**src/rtl/button_defs.vh**
```
// Button conditioner shared definitions.
// Encodings of the press-classification state machine. Kept in a plain
// include so mode-select logic added later can decode the same values
// without pulling in the conditioner package.
`ifndef BUTTON_DEFS_VH
`define BUTTON_DEFS_VH

`define BTN_ST_IDLE  2'd0
`define BTN_ST_SHORT 2'd1
`define BTN_ST_LONG  2'd2

`endif

```
**src/rtl/button_conditioner_pkg.sv**
```systemverilog
// Package for the button conditioner.
// Provides the state enum (encodings come from button_defs.vh) and a helper
// that sizes counters to $clog2 of their terminal value, never below 1 bit.
package button_conditioner_pkg;

`include "button_defs.vh"

    typedef enum logic [1:0] {
        ST_IDLE  = `BTN_ST_IDLE,
        ST_SHORT = `BTN_ST_SHORT,
        ST_LONG  = `BTN_ST_LONG
    } btn_state_e;

    function automatic int cnt_width(input int n);
        return (n <= 2) ? 1 : $clog2(n);
    endfunction

endpackage

```
**src/rtl/sync_2ff.sv**
```systemverilog
// Two-flop synchronizer for a single asynchronous input bit.
// Ports:
//   clk - sampling clock
//   rst - synchronous active-high reset; both flops load RESET_VAL
//   d   - asynchronous input
//   q   - synchronized output (two clk edges of latency)
module sync_2ff #(
    parameter logic RESET_VAL = 1'b1
) (
    input  logic clk,
    input  logic rst,
    input  logic d,
    output logic q
);

    logic meta_q;
    logic sync_q;

    always_ff @(posedge clk) begin
        if (rst) begin
            meta_q <= RESET_VAL;
            sync_q <= RESET_VAL;
        end else begin
            meta_q <= d;
            sync_q <= meta_q;
        end
    end

    assign q = sync_q;

endmodule

```
**src/rtl/button_conditioner.sv**
```systemverilog
// Push-button conditioner: synchronizes and debounces an active-low button,
// then classifies each press as a click or a long press.
// Ports:
//   clk           - single clock, rising edge
//   rst           - synchronous active-high reset
//   button_in     - raw asynchronous active-low button
//   pressed       - debounced level, 1 while held
//   press_pulse   - one-cycle strobe on the first cycle of pressed=1
//   release_pulse - one-cycle strobe on the first cycle of pressed=0
//   long_pulse    - one-cycle strobe when a press lasts LONG_PRESS_CYCLES
//   click_pulse   - one-cycle strobe with release_pulse when no long_pulse
//                   was issued during that press
//
// state | meaning
// IDLE  | released
// SHORT | pressed, hold counter below long threshold
// LONG  | pressed, long_pulse already issued, hold counter frozen
module button_conditioner
    import button_conditioner_pkg::*;
#(
    parameter int DEBOUNCE_CYCLES   = 1000000,
    parameter int LONG_PRESS_CYCLES = 100000000
) (
    input  logic clk,
    input  logic rst,
    input  logic button_in,
    output logic pressed,
    output logic press_pulse,
    output logic release_pulse,
    output logic long_pulse,
    output logic click_pulse
);

    localparam int DW = cnt_width(DEBOUNCE_CYCLES);
    localparam int HW = cnt_width(LONG_PRESS_CYCLES);
    localparam logic [DW-1:0] DB_LAST   = DW'(DEBOUNCE_CYCLES - 1);
    localparam logic [HW-1:0] HOLD_LAST = HW'(LONG_PRESS_CYCLES - 1);

    logic          sync_btn;
    logic          raw_sync;
    logic [DW-1:0] db_cnt_q, db_cnt_d;
    logic          pressed_q, pressed_d;
    logic          rise, fall;
    btn_state_e    state_q, state_d;
    logic [HW-1:0] hold_q, hold_d;
    logic          press_q, press_d;
    logic          release_q, release_d;
    logic          long_q, long_d;
    logic          click_q, click_d;

    // Reset value 1 = released, so a held button after reset re-debounces.
    sync_2ff #(
        .RESET_VAL(1'b1)
    ) u_sync (
        .clk(clk),
        .rst(rst),
        .d  (button_in),
        .q  (sync_btn)
    );

    assign raw_sync = ~sync_btn;

    always_comb begin
        db_cnt_d  = db_cnt_q;
        pressed_d = pressed_q;
        if (raw_sync == pressed_q) begin
            db_cnt_d = '0;
        end else if (db_cnt_q == DB_LAST) begin
            db_cnt_d  = '0;
            pressed_d = raw_sync;
        end else begin
            db_cnt_d = db_cnt_q + DW'(1);
        end
    end

    assign rise = pressed_d & ~pressed_q;
    assign fall = ~pressed_d & pressed_q;

    // The FSM reacts to the next debounced level so that state and pulses
    // change on the same edge as pressed. A fall is checked before the
    // threshold so release wins a tie with the long-press threshold.
    always_comb begin
        state_d   = state_q;
        hold_d    = hold_q;
        press_d   = 1'b0;
        release_d = 1'b0;
        long_d    = 1'b0;
        click_d   = 1'b0;
        case (state_q)
            ST_IDLE: begin
                hold_d = '0;
                if (rise) begin
                    state_d = ST_SHORT;
                    press_d = 1'b1;
                end
            end
            ST_SHORT: begin
                if (fall) begin
                    state_d   = ST_IDLE;
                    hold_d    = '0;
                    release_d = 1'b1;
                    click_d   = 1'b1;
                end else if (hold_q == HOLD_LAST) begin
                    state_d = ST_LONG;
                    long_d  = 1'b1;
                end else begin
                    hold_d = hold_q + HW'(1);
                end
            end
            ST_LONG: begin
                if (fall) begin
                    state_d   = ST_IDLE;
                    hold_d    = '0;
                    release_d = 1'b1;
                end
            end
            default: begin
                state_d = ST_IDLE;
                hold_d  = '0;
            end
        endcase
    end

    always_ff @(posedge clk) begin
        if (rst) begin
            db_cnt_q  <= '0;
            pressed_q <= 1'b0;
            state_q   <= ST_IDLE;
            hold_q    <= '0;
            press_q   <= 1'b0;
            release_q <= 1'b0;
            long_q    <= 1'b0;
            click_q   <= 1'b0;
        end else begin
            db_cnt_q  <= db_cnt_d;
            pressed_q <= pressed_d;
            state_q   <= state_d;
            hold_q    <= hold_d;
            press_q   <= press_d;
            release_q <= release_d;
            long_q    <= long_d;
            click_q   <= click_d;
        end
    end

    assign pressed       = pressed_q;
    assign press_pulse   = press_q;
    assign release_pulse = release_q;
    assign long_pulse    = long_q;
    assign click_pulse   = click_q;

endmodule

```
**config.mk**
```make
export PLATFORM = sky130hd
export DESIGN_NAME = button_conditioner
export DESIGN_NICKNAME = d
export VERILOG_FILES = /design/src/rtl/button_conditioner_pkg.sv /design/src/rtl/sync_2ff.sv /design/src/rtl/button_conditioner.sv
export VERILOG_INCLUDE_DIRS = /design/src /design/src/rtl
export SDC_FILE = /design/constraint.sdc
export NUM_CORES = 1
export LEC_CHECK = 0
export ABC_CLOCK_PERIOD_IN_PS = 4500
export CORE_ASPECT_RATIO = 0.6
export CORE_MARGIN = 2
export CORE_UTILIZATION = 50
export CTS_CLUSTER_SIZE = 28
export DETAILED_ROUTE_END_ITERATION = 6
export GPL_ROUTABILITY_DRIVEN = 0
export GPL_TIMING_DRIVEN = 0
export PLACE_DENSITY = 0.74
export SLEW_MARGIN = 25
export SYNTH_ARGS = -nofsm -noshare
export SYNTH_HDL_FRONTEND = slang
export SYNTH_HIERARCHICAL = 1
export SYNTH_SLANG_ARGS = --single-unit
export TNS_END_PERCENT = 5
```
**constraint.sdc**
```tcl
create_clock -name clk -period 4.5 [get_ports clk]
set_clock_uncertainty 0.1 [all_clocks]
set_input_delay 0.9 -clock clk [delete_from_list [all_inputs] [get_ports clk]]
set_output_delay 0.9 -clock clk [all_outputs]
set_load 0.05 [all_outputs]
```
## After elaboration in Yosys (flattened, before gate mapping)

Index checks and enable logic that the tools add are counted.

- Reduce and logical (&&, ||, !) cells: 9
- Equality and inequality tests: 9
- Multiplexer cells: 14
- Bitwise gates (word level): 8
- $add $sub $neg: 2

Operator list:

| cell | number |
|---|---|
| 27-bit two-way mux | 3 |
| 27-bit one-hot mux with 2 select lines | 1 |
| 27-bit by 1-bit adder with 27-bit output (second input constant) | 1 |
| 27-bit equality test (second input constant) | 1 |
| 20-bit by 1-bit adder with 20-bit output (second input constant) | 1 |
| 20-bit equality test (second input constant) | 1 |
| 2-bit two-way mux | 4 |
| 2-bit OR reduction | 4 |
| 3-bit != test (second input constant) | 2 |
| 1-bit inverter | 6 |
| 2-bit one-hot mux with 3 select lines | 1 |
| 3-bit OR reduction | 2 |
| 1-bit two-way mux | 5 |
| 2-bit != test (second input constant) | 2 |
| 3-bit AND reduction | 1 |
| 1-bit bitwise AND | 2 |
| 2-bit by 1-bit equality test with 1-bit output (second input constant) | 1 |
| 2-bit equality test (second input constant) | 1 |
| 2-bit zero test | 1 |
| 2-bit AND reduction | 1 |
| 1-bit equality test | 1 |

- Output and inout bits: 5
- Bits in registers: 56
- Input bits: 3
- Word-level logic and storage cells: 52

## Depth between registers and ports, before layout

- Depth after elaboration: 7
- Depth in mapped cells: 9
- Gate-level depth less buffers: 7

## By module

The synthesis kept the hierarchy.

By module, submodules not included:

| module | cells an instance | sequential area each (um2) | instances | area an instance (um2) |
|---|---|---|---|---|
| button_conditioner | 328 | 1081.0 | 1 | 2800.2 |
| sync_2ff | 4 | 40.0 | 1 | 52.6 |

## Least setup slack after synthesis

OpenSTA, ideal clock, no wires.

- Path type: reg2reg
- Start point: reg hold_q[0]
- End point: reg state_q[0]
- Clock period less this slack: 2.183 ns
- Path buffers: 2
- Setup slack: 2.317 ns
- Data required time: 4.330 ns
- Library setup time: 0.070 ns
- Cell stages (with the launch flop): 10
- Arrival: 2.014 ns
- Cells stage by stage: dfxtp_1 > ha_1 > buf_4 > nor2b_1 > nand4_4 > or3_1 > buf_6 > a21oi_2 > mux2_1 > a21oi_1

- Longest elaborated chain between the ends: 3

Ends and longest elaborated chain:

| element | RTL line | text |
|---|---|---|
| start, declared | button_conditioner.sv:45 | `logic [HW-1:0] hold_q, hold_d;` |
| start signal, assigned | button_conditioner.sv:138 | `hold_q <= hold_d;` |
| 27-bit equality test | button_conditioner.sv:103 | `end else if (hold_q == HOLD_LAST) begin` |
| 3-bit != test (no line) | -- |  |
| 3-bit AND reduction (no line) | -- |  |
| end signal, assigned | button_conditioner.sv:137 | `state_q <= state_d;` |
| end, declared | button_conditioner.sv:44 | `btn_state_e state_q, state_d;` |

No other way between the ends.
A chain may end at the register's enable or synchronous reset.

## Final worst setup path

- Start point: reg pressed_q (netlist: pressed)
- End point: out pressed

RTL lines:

| element | RTL line | text |
|---|---|---|
| start, declared | button_conditioner.sv:42 | `logic pressed_q, pressed_d;` |
| start signal, assigned | button_conditioner.sv:136 | `pressed_q <= pressed_d;` |
| end, declared | button_conditioner.sv:27 | `output logic pressed,` |

No word-level cell between the ends.

==> results.sh <==
export IMPL_drt_pre_antenna_iters=4
export IMPL_worst_pin_slew_ns=0.6313
export IMPL_h_tree_depth=2
export IMPL_layout_setup_ws_ns=1.946
export IMPL_synthCells=332
export IMPL_endpoint="pressed"
export IMPL_finalMaxSlewViolations=0
export IMPL_cts_resized=0
export IMPL_grt_total_usage_pct=21.32
export IMPL_cp_num_buf_inv=1
export IMPL_io_pins=8
export IMPL_wl_per_cell_um=14.44
export IMPL_grt_pass1_wl_um=10630
export IMPL_period_share_pct=56.75
export IMPL_dieHeight_um=62.51
export IMPL_fmax_ghz=0.3916
export IMPL_endpoint_kind="primary output"
export IMPL_avgSynthCellArea_sq_um=8.593
export IMPL_rrSetupSlack_ns=2.03
export IMPL_r2r_cells=7
export IMPL_placementRows=21
export IMPL_start_kind="flop"
export IMPL_synth_top_cell_area_share_pct=39.30
export IMPL_cpLargestDelayFamily="buffers and inverters"
export IMPL_antenna_found_initial=0
export IMPL_clk_path_buf_depth=2
export IMPL_syn_cell_area_sq_um=2853
export IMPL_ys_ff_latch=56
export IMPL_crit_path_cell_trace="clkdlybuf4s50_1"
export IMPL_clock_sinks=56
export IMPL_worst_setup_path_type="reg2out"
export IMPL_cts_root_buf="clkbuf_8"
export IMPL_final_cells=427
export IMPL_start_util_pct=51.46
export IMPL_syn_to_final_growth_pct=9.123
export IMPL_num_nets_final=354
export IMPL_rr_endpoint="hold_q[10]$_SDFFE_PP0P_"
export IMPL_seq_area_frac_synth_pct=39.30
export IMPL_hold_buffers=0
export IMPL_core_sq_um=5544
export IMPL_hpwl_um=4548
export IMPL_p_per_area_nw_per_um2=255.0
export IMPL_crit_start="pressed$_SDFF_PP0_"
export IMPL_netlist_top_cells_count="dfxtp_1 (56), nor2_1 (50), nand2_1 (25), a21oi_1 (18)"
export IMPL_cp_data_required_time_ns=3.50
export IMPL_synthTopCellsByArea="dfxtp_1 (39%), nor2_1 (6.6%), xor2_1 (5.2%), nand2_1 (3.3%), a21oi_1 (3.2%)"
export IMPL_worst_path_max_fanout=5
export IMPL_grt_ovfl_total=0
export IMPL_placed_cell_area_sq_um=3023
export IMPL_synth_top_area_cell="dfxtp_1"
export IMPL_vias_per_cell=5.576
export IMPL_async_flop_share_pct=0
export IMPL_antenna_cells=0
export IMPL_wl_um=6168
export IMPL_die_area_sq_um=6346
export IMPL_synth_ff_type="dfxtp_1"
export IMPL_max_cap_violations=0
export IMPL_hp_class="reg2reg"
export IMPL_port_buffers=7
export IMPL_drive_above_1_share_pct=9.510
export IMPL_status="finished clean"
export IMPL_nFillCells=514
export IMPL_path_clk_slew_ns=0.10
export IMPL_cp_arrival_ns=1.55
export IMPL_finalInstanceArea_sq_um=3113
export IMPL_synth_net_count=340
export IMPL_synth_cell_types=50
export IMPL_slowest_stage="clkdlybuf4s50_1"
export IMPL_cts_tree="yes"
export IMPL_rsz0062_at_grt="false"
export IMPL_post_cts_buffers=0
export IMPL_grt_max_degree=19
export IMPL_synth_edf_count=0
export IMPL_power_leakage_nw=1.043
export IMPL_peakVddDrop_mv=0.1535
export IMPL_drtAntennaViolNets=0
export IMPL_max_slew_margin_pct=57.77
export IMPL_final_hold_viol_count=0
export IMPL_setup_violations_final=0
export IMPL_yosysMostFrequentCell="dfxtp_1"
export IMPL_grt_pass1_vias=2222
export IMPL_r2r_start="db_cnt_q[0]$_SDFF_PP0_"
export IMPL_tns_ns=0
export IMPL_dpl_cell_count=419
export IMPL_preCtsSetupSlack_ns=1.876
export IMPL_drt_iter0_drc=172
export IMPL_yosysWarnings=6
export IMPL_die_x_um=101.5
export IMPL_cpPeakStageDelay_ns=0.83
export IMPL_numCtsBuffers=5
export IMPL_clock_latency_ns=0.32
export IMPL_drc=0
export IMPL_worst_path_stages=1
export IMPL_finalCriticalPeriod_ns=2.554
export IMPL_vias=2381
-- report_power, final --
part	total, W	leakage [nW]	switching (W)	internal (W)
Combinational	0.0000109	0.547	0.00000690	0.00000397
Clock	0.000286	0.0445	0.000175	0.000111
Sequential	0.000497	0.451	0.000000609	0.000496
Total	0.000794	1.04	0.000182	0.000611
-- metrics by stage --
| step | hold slack [ns] | utilization (%) | total power [W] |
|---|---|---|---|
| 3_5_place_dp | 0.2918 | 54.52 | 0.0005195 |
| 6_report | 0.3130 | 56.15 | 0.0007937 |
| 5_1_grt | 0.3230 | 56.15 | 0.0008211 |
| 3_3_place_gp | 0.2882 | 54.52 | 0.0005192 |
| 4_1_cts | 0.3164 | 56.15 | 0.0008023 |
| 2_1_floorplan | 0.2832 | - | 0.0005145 |
-- layout by cell type, fill, tap and decap left out, types with 5 or more instances in the layout --
cell             instances
a21oi_1                 18
clkbuf_8                 5
nand2_1                 25
buf_2                    8
nand4_1                  7
inv_1                    8
ha_1                     5
clkdlybuf4s50_1          7
xnor2_1                  8
and3_1                  11
nand3_1                 17
o21ai_0                  9
dfxtp_1                 56
xor2_1                  17
nor3_1                  14
o211ai_1                 5
and4_1                   6
nor2_1                  50
-- routing by layer --
layer / vias up / routed length (um) / part of all wire (%) / track usage [%]
met4: 0 / 83 / 1.3 / 6.588
met3: 8 / 342 / 5.5 / 4.251
met2: 49 / 2498 / 40 / 28.54
li1: 1210 / - / - / -
met5: - / 0 / 0 / 0
met1: 1114 / 3244 / 53 / 33.71
-- cell type report --
class                   count  area [sq um]  area share (%)
clock inverters             3         21.27          0.6833
inverters                   9         33.78           1.085
clock buffers               5         68.82           2.211
repair buffers              7         70.07           2.251
plain buffers              13         85.08           2.733
flip-flops and latches     56          1121           36.01
multi-input cells         254          1613           51.81
well taps                  80         100.1           3.215
-- registers in the layout, summed over array words and instances (netlist names) --
name	flops
click_pulse	1
db_cnt_q	20
hold_q	27
long_pulse	1
press_pulse	1
pressed	1
release_pulse	1
state_q	2
u_sync/meta_q	1
u_sync/q	1
-- logic make-up (layout without fill, tap and decap cells) --
family	after synthesis	in the layout	synth area share (%)
muxes	3	3	1.096
adders and majority gates	5	5	2.193
DFF	56	56	39.30
and+or+nand+nor	165	165	31.62
AOI/OAI and AO/OA	56	56	13.95
buffers and inverters	22	37	4.167
xor gates and xnor gates	25	25	7.675
-- worst min path at each step --
| stage | slack [ns] | end | start | cells past startpoint |
|---|---|---|---|---|
| floorplan | 0.28 | u_sync/q$_SDFF_PP1_ | u_sync/meta_q$_SDFF_PP1_ | 1 |
| global placement | 0.29 | u_sync/q$_SDFF_PP1_ | u_sync/meta_q$_SDFF_PP1_ | 1 |
| detailed placement | 0.29 | u_sync/q$_SDFF_PP1_ | u_sync/meta_q$_SDFF_PP1_ | 1 |
| CTS | 0.32 | u_sync/q$_SDFF_PP1_ | u_sync/meta_q$_SDFF_PP1_ | 1 |
| global route | 0.32 | u_sync/q$_SDFF_PP1_ | u_sync/meta_q$_SDFF_PP1_ | 1 |
| finish | 0.31 | u_sync/q$_SDFF_PP1_ | u_sync/meta_q$_SDFF_PP1_ | 1 |
(Power assumes the default switching activity.)
